==> src/rtl/muldiv_seq.sv <==
// muldiv_seq: multi-cycle unsigned 16-bit multiply / divide sequencer.
//
// This block drives the operands and opcode of the CPU's combinational 16-bit
// ALU. It runs one iteration per clock for 16 clocks, then presents the
// result until it is accepted.
//
// Ports:
//   i_clk     - clock; all logic updates on the rising edge
//   i_rst_n   - synchronous active-low reset
//   i_valid   - request valid
//   o_ready   - request ready; high only in IDLE, and never while in reset
//   i_op      - 0 = MUL (low 16 bits of a*b), 1 = DIVU (a / b, unsigned)
//   i_a       - multiplicand / dividend
//   i_b       - multiplier / divisor
//   o_valid   - result valid; high in DONE
//   i_ready   - result accepted
//   o_r       - product low half / quotient
//   o_r2      - 0 for MUL / remainder for DIVU
//   o_alu_a   - ALU operand A (0 outside RUN)
//   o_alu_b   - ALU operand B (0 outside RUN)
//   o_alu_op  - ALU opcode: 000 zero, 001 add, 010 sub
//   i_alu_r   - ALU result, combinational from o_alu_*
module muldiv_seq (
    input  logic        i_clk,
    input  logic        i_rst_n,
    input  logic        i_valid,
    output logic        o_ready,
    input  logic        i_op,
    input  logic [15:0] i_a,
    input  logic [15:0] i_b,
    output logic        o_valid,
    input  logic        i_ready,
    output logic [15:0] o_r,
    output logic [15:0] o_r2,
    output logic [15:0] o_alu_a,
    output logic [15:0] o_alu_b,
    output logic [2:0]  o_alu_op,
    input  logic [15:0] i_alu_r
);

    typedef enum logic [1:0] {
        IDLE = 2'd0,
        RUN  = 2'd1,
        DONE = 2'd2
    } state_t;

    localparam logic [2:0] ALU_ZERO = 3'b000;
    localparam logic [2:0] ALU_ADD  = 3'b001;
    localparam logic [2:0] ALU_SUB  = 3'b010;

    state_t      state_reg, state_next;
    logic [3:0]  cnt_reg;
    logic        op_reg;
    logic        dz_reg;
    // acc_reg holds the MUL accumulator or the DIVU partial remainder.
    // mcand_reg holds the MUL multiplicand (shifted left each iteration) or
    // the DIVU divisor (held constant).
    // shift_reg holds the MUL multiplier (shifted right) or the DIVU
    // dividend/quotient (shifted left, quotient bits entering at the LSB).
    logic [15:0] acc_reg;
    logic [15:0] mcand_reg;
    logic [15:0] shift_reg;
    logic [15:0] dividend_reg;
    logic [15:0] r_reg;
    logic [15:0] r2_reg;

    logic        accept;
    logic        last_iter;

    // Iteration datapath
    logic [16:0] shifted;
    logic        ok;
    logic [15:0] mcand_shl;
    logic [15:0] mplier_shr;
    logic [15:0] q_shl;
    logic [15:0] acc_next;
    logic [15:0] mcand_next;
    logic [15:0] shift_next;
    logic [15:0] r_next;
    logic [15:0] r2_next;

    assign accept    = i_valid && o_ready;
    assign last_iter = (state_reg == RUN) && (cnt_reg == 4'd15);

    // ------------------------------------------------------------------
    // FSM: state register
    // ------------------------------------------------------------------
    always_ff @(posedge i_clk) begin
        if (!i_rst_n) begin
            state_reg <= IDLE;
        end else begin
            state_reg <= state_next;
        end
    end

    // ------------------------------------------------------------------
    // FSM: next-state logic
    // ------------------------------------------------------------------
    always_comb begin
        state_next = state_reg;
        case (state_reg)
            IDLE:    if (accept)    state_next = RUN;
            RUN:     if (last_iter) state_next = DONE;
            DONE:    if (i_ready)   state_next = IDLE;
            default:                state_next = IDLE;
        endcase
    end

    // ------------------------------------------------------------------
    // FSM: outputs. Gating with i_rst_n keeps the handshake and ALU
    // outputs quiet for the whole time reset is held, including the cycle
    // before the first reset edge has been seen.
    // ------------------------------------------------------------------
    always_comb begin
        o_ready  = 1'b0;
        o_valid  = 1'b0;
        o_alu_a  = 16'h0000;
        o_alu_b  = 16'h0000;
        o_alu_op = ALU_ZERO;
        if (i_rst_n) begin
            case (state_reg)
                IDLE: o_ready = 1'b1;
                RUN: begin
                    o_alu_a  = op_reg ? shifted[15:0] : acc_reg;
                    o_alu_b  = mcand_reg;
                    o_alu_op = op_reg ? ALU_SUB : ALU_ADD;
                end
                DONE: o_valid = 1'b1;
                default: ;
            endcase
        end
    end

    assign o_r  = r_reg;
    assign o_r2 = r2_reg;

    // ------------------------------------------------------------------
    // Iteration datapath
    // ------------------------------------------------------------------
    // Restoring divide step: the remainder takes the next dividend bit. A
    // set bit 16 means the shifted value already exceeds any 16-bit
    // divisor, so the subtraction always succeeds.
    assign shifted = {acc_reg, shift_reg[15]};
    assign ok      = shifted[16] | (shifted[15:0] >= mcand_reg);

    // Local shift networks; the ALU is used only for add/sub.
    genvar gi;
    generate
        for (gi = 0; gi < 16; gi++) begin : g_shift
            if (gi == 0) begin : g_lsb
                assign mcand_shl[gi] = 1'b0;
                assign q_shl[gi]     = ok;
            end else begin : g_upper
                assign mcand_shl[gi] = mcand_reg[gi-1];
                assign q_shl[gi]     = shift_reg[gi-1];
            end
            if (gi == 15) begin : g_msb
                assign mplier_shr[gi] = 1'b0;
            end else begin : g_lower
                assign mplier_shr[gi] = shift_reg[gi+1];
            end
        end
    endgenerate

    always_comb begin
        if (op_reg) begin
            acc_next   = ok ? i_alu_r : shifted[15:0];
            mcand_next = mcand_reg;
            shift_next = q_shl;
        end else begin
            acc_next   = shift_reg[0] ? i_alu_r : acc_reg;
            mcand_next = mcand_shl;
            shift_next = mplier_shr;
        end
    end

    // Result as it will stand after the final iteration. A zero divisor
    // still runs all iterations, but the reported result is overridden.
    always_comb begin
        if (op_reg) begin
            r_next  = dz_reg ? 16'hFFFF     : shift_next;
            r2_next = dz_reg ? dividend_reg : acc_next;
        end else begin
            r_next  = acc_next;
            r2_next = 16'h0000;
        end
    end

    always_ff @(posedge i_clk) begin
        if (!i_rst_n) begin
            cnt_reg      <= 4'd0;
            op_reg       <= 1'b0;
            dz_reg       <= 1'b0;
            acc_reg      <= 16'h0000;
            mcand_reg    <= 16'h0000;
            shift_reg    <= 16'h0000;
            dividend_reg <= 16'h0000;
            r_reg        <= 16'h0000;
            r2_reg       <= 16'h0000;
        end else if (accept) begin
            cnt_reg      <= 4'd0;
            op_reg       <= i_op;
            dz_reg       <= (i_b == 16'h0000);
            acc_reg      <= 16'h0000;
            mcand_reg    <= i_op ? i_b : i_a;
            shift_reg    <= i_op ? i_a : i_b;
            dividend_reg <= i_a;
        end else if (state_reg == RUN) begin
            cnt_reg   <= cnt_reg + 4'd1;
            acc_reg   <= acc_next;
            mcand_reg <= mcand_next;
            shift_reg <= shift_next;
            if (last_iter) begin
                r_reg  <= r_next;
                r2_reg <= r2_next;
            end
        end
    end

endmodule

==> config.mk <==
export PLATFORM = sky130hd
export DESIGN_NAME = muldiv_seq
export DESIGN_NICKNAME = d
export VERILOG_FILES = /design/src/rtl/muldiv_seq.sv
export SDC_FILE = /design/constraint.sdc
export NUM_CORES = 1
export LEC_CHECK = 0
export ABC_AREA = 1
export BUFFER_PORTS_ARGS = -buffer_cell sky130_fd_sc_hd__buf_4
export CAP_MARGIN = 40
export CELL_PAD_IN_SITES_DETAIL_PLACEMENT = 0
export CELL_PAD_IN_SITES_GLOBAL_PLACEMENT = 1
export CORE_MARGIN = 8
export CORE_UTILIZATION = 42
export DETAILED_ROUTE_END_ITERATION = 10
export PLACE_DENSITY_LB_ADDON = 0.08
export SYNTH_ARGS = -nofsm -noshare
export SYNTH_HDL_FRONTEND = slang
export SYNTH_SLANG_ARGS = --single-unit
==> constraint.sdc <==
create_clock -name i_clk -period 4.64 [get_ports i_clk]
set_input_delay 0.232 -clock i_clk [delete_from_list [all_inputs] [get_ports i_clk]]
set_output_delay 0.232 -clock i_clk [all_outputs]
set_load 0.02 [all_outputs]
[After elaboration in Yosys (flattened, before gate mapping)]
Index checks and enable logic that the tools add are counted.
Storage, ports and cells
  word-level logic and storage cells: 62
  register bits after elaboration: 104
Cells by class
  $add $sub $neg: 1
  reductions and logical operators: 9
  bitwise operators: 3
  mux-type cells: 31
  order comparisons: 1
  equality and inequality tests: 7
Operators with widths (count)
  $mux 16: 20
  $ge 16x16->1: 1
  $logic_not 16->1: 1
  $mux 2: 6
  $ne 2x2->1 const B: 3
  $pmux 2 s3: 1
  $reduce_and 3->1: 2
  $add 4x1->4 const B: 1
  $eq 4x4->1 const B: 1
  $mux 1: 4
  $eq 2x1->1 const B: 1
  $eq 2x2->1 const B: 1
  $logic_and 1x1->1: 2
  $logic_not 2->1: 1
  $ne 2x1->1 const B: 1
  $not 1->1: 2
  $reduce_and 2->1: 1
  $reduce_bool 2->1: 1
  $reduce_or 2->1: 1
  $or 1x1->1: 1

[Depth between registers and ports, before layout]
  depth in word-level cells: 6
  gate-level depth with buffers: 17
  gate-level depth less buffers: 16

[Least setup slack after synthesis]
OpenSTA, ideal clock, no wires.
  path type: register -> output
  start: reg state_reg[0]
  end: out o_alu_a[10]
  slack: 2.608 ns
  data required time: 4.408 ns
  cell stages (with the launch flop): 10
  data arrival time: 1.800 ns
  path through: dfxtp_1 > inv_2 > nor2_4 > inv_2 > nor2_4 > inv_2 > nor2_2 > inv_1 > buf_2 > o22ai_1
On the way
  cells in the longest elaborated chain, start to end: 3
Ends and longest elaborated chain
  start: declaration: RTL line 51  | state_t state_reg, state_next;
  start signal: assignment: RTL line 92  | state_reg <= state_next;
  $eq 2x1->1: RTL line 121  | case (state_reg)
  $mux 16: RTL line 121
  $mux 16: RTL line 120  | if (i_rst_n) begin
  end: declaration: RTL line 35  | output logic [15:0] o_alu_a,
No other way between the ends.

[Worst setup path in the final report]
  start: reg state_reg[0]
  end: out o_alu_a[14]
The elaborated chain is that of the path after synthesis.

==> metrics.cfg <==
[logic_synthesis]
synth-xor-area-share_pct = 0.150
synth_top_family_by_area = compound AO/OA/AOI/OAI gates
synth_seq_cells = 104
netlist_area_um2 = 5840
synth_area_per_cell_um2 = 6.67
seq_area_frac_synth_pct = 35.6
synthSimpleGateAreaFrac_pct = 22.1
async_reset_ff_share_pct = 0
syn_nets = 945
synth_top_cell_by_area = dfxtp_1
synthMuxAreaShare_pct = 0
yosysMostFrequentCell = nand2_1
synth_compound_area_share_pct = 25.1
yosys_warnings = 0
netlist.area_leader.share_pct = 35.6
synth_cell_types = 36
ys_top_cells_by_area = dfxtp_1 (36%), nand2_1 (11%), inv_1 (8.6%), a21oi_1 (7.5%), o21ai_0 (7.5%)
syn_inst = 875
synth_edf_count = 0
synthTopCellsByCount = nand2_1 (173), inv_1 (134), dfxtp_1 (104), a21oi_1 (88), o21ai_0 (87)
ys.flop_type = dfxtp_1
synth_fa_ha_area_share_pct = 3.64

[global_route]
grt_overflow = 0
grt_pass1_vias = 5770
antenna_found_initial = 0
grt_first_pass_wirelength_um = 32500
grt_max_degree = 54
grt.total_usage_pct = 23.2

[die]
dieWidth_um = 134
dieArea_um2 = 17900
initial_core_util_pct = 42.6
design.core.area_um2 = 13700
io_pins = 122
die_h_um = 134
rows = 43

[detailed_routing]
viasPerCell = 5.49
first_pass_iters = 5
route.detailed.drc = 0
vias = 6266
wl_per_cell_um = 18.6
wirelength_um = 21200
ant_nets = 0
first_iter_violations = 618

[cells_and_area]
finalNonFillerCells = 1141
nets = 1026
nFillCells = 1394
antenna_cells = 0
area_delta_synth_final_pct = 21.2
drive_above_1_share_pct = 16.9

[place]
place.gp.congestion = 0.873
io_buffers = 120
dpl.hpwl_um = 16500
placed_cells_incl_taps = 1125

[worst_setup_path]
path_cells = inv_2 -> nor2_4 -> buf_4 -> inv_2 -> nor2_4 -> inv_2 -> nor2_2 -> inv_1 -> o22ai_1 -> buf_4
max_stage_delay_ns = 0.40
worst-path-max-fanout = 42
required_ns = 4.41
cp_slowest_cell = buf_4
endpoint_kind = output pin
cp.arrival_ns = 2.84
critPathLaunchType = flip-flop
path_class = flip-flop to output pin
worst_path_most_repeated_cell = inv_2
path_delay_family = buffers and inverters
path_buf_inv = 6

[sta]
slew_violations = 0
fmax_mhz = 325
fin_skew_ns = 0.00916
grt_setup_unrepaired = no
relSlewSlack_pct = 45.8
period_share_pct = 66.2
tightestPinTransition_ns = 0.813
hold_violations = 0
fin_tns_setup_ns = 0
finalCriticalPeriod_ns = 3.07
setup_viol = 0

[clocking]
cts_tree = yes
cts_made_buffers = 9
cts.path.max_buffers = 2
cts_sinks = 104
clkSlewWorstSetupHoldPaths_ns = 0.07
clockRootBuffer = clkbuf_16
cts_hold_buf = 0
htreeDepth = 3
cts_setup_buffers = 0
ctsResizeCount = 0
clkLatencyLatePin_ns = 0.35

[power_and_ir_drop]
power_density_nw_per_um2 = 346
vdd_drop_max_v = 0.000175
finalPower_mw = 2.45
p_leak_nw = 3.36

[outcome]
outcome = complete, no violations

[job]
cap_violations = 0

[hold_path]
min_path_type = input port to flip-flop

[stage by stage]
step           util (%)  hold slack (ns)  setup WS, ns  cell area, um2
6_report           51.6            0.120          1.57            7080
5_1_grt            51.6            0.124          1.28            7080
3_3_place_gp       49.2            0.457          1.35            6750
2_1_floorplan         -            0.362          2.61            5840
4_1_cts            51.6            0.114          1.62            7080
3_5_place_dp       49.3            0.459          1.30            6760
[worst min-delay path: cells and delay by family]
| kind | cells | cell delay, ns |
|---|---|---|
| AO/OA/AOI/OAI | 1 | 0.07 |
| buffers and inverters | 1 | 0.08 |
| AND/OR/NAND/NOR | 1 | 0.06 |
[report_power, final]
group | internal (mW) | total, mW | leakage (nW) | switching [mW]
clock | 0.431 | 0.796 | 0.154 | 0.365
sequential | 0.947 | 0.998 | 0.848 | 0.0504
combinational | 0.209 | 0.654 | 2.36 | 0.445
[path summary, 6_finish.rpt]
check          startpoint         endpoint  slack (ns)  depth (start not counted)
max          state_reg[0]      o_alu_a[14]        1.57                         10
min                i_a[5]  dividend_reg[5]        0.12                          3
max reg2reg  state_reg[1]  dividend_reg[1]        1.83                          6
min reg2reg      o_r2[15]         o_r2[15]        0.47                          2
[logic make-up after synthesis]
| group | after synthesis |
|---|---|
| adders and majority gates | 17 |
| buffers and inverters | 197 |
| AOI/OAI and AO/OA | 257 |
| other | 1 |
| xor gates and xnor gates | 1 |
| DFF | 104 |
| and+or+nand+nor | 298 |
[layer usage]
layer	vias up	global-route usage (%)	share of wire, %
li1	3079	-	-
met1	2865	30.8	44
met2	290	36.1	45
met3	32	5.05	8.6
met4	0	8.11	2.5
met5	-	0	0
[layout by cell type, fill, tap and decap left out, types with 4 or more instances in the layout]
| master | count |
|---|---|
| inv_2 | 8 |
| dfxtp_1 | 104 |
| nand2_2 | 4 |
| o2111ai_1 | 6 |
| a31oi_1 | 16 |
| nor2_2 | 4 |
| a22oi_1 | 15 |
| a21oi_1 | 88 |
| clkbuf_16 | 9 |
| o22ai_1 | 18 |
| nor2_1 | 31 |
| nand2_1 | 173 |
| o211ai_1 | 20 |
| o21ai_0 | 87 |
| ha_1 | 17 |
| buf_4 | 122 |
| nand3_1 | 73 |
| inv_1 | 134 |
[final cells by class]
type	instances	area (um2)	area share, %
clock inverters	7	87.6	1.24
multi-input cells	574	2980	42.1
clock buffers	9	225	3.18
flip-flops and latches	104	2080	29.4
well taps	180	225	3.18
inverters	144	543	7.67
repair buffers	123	931	13.2
No activity file was read; power rests on OpenSTA's default activity.
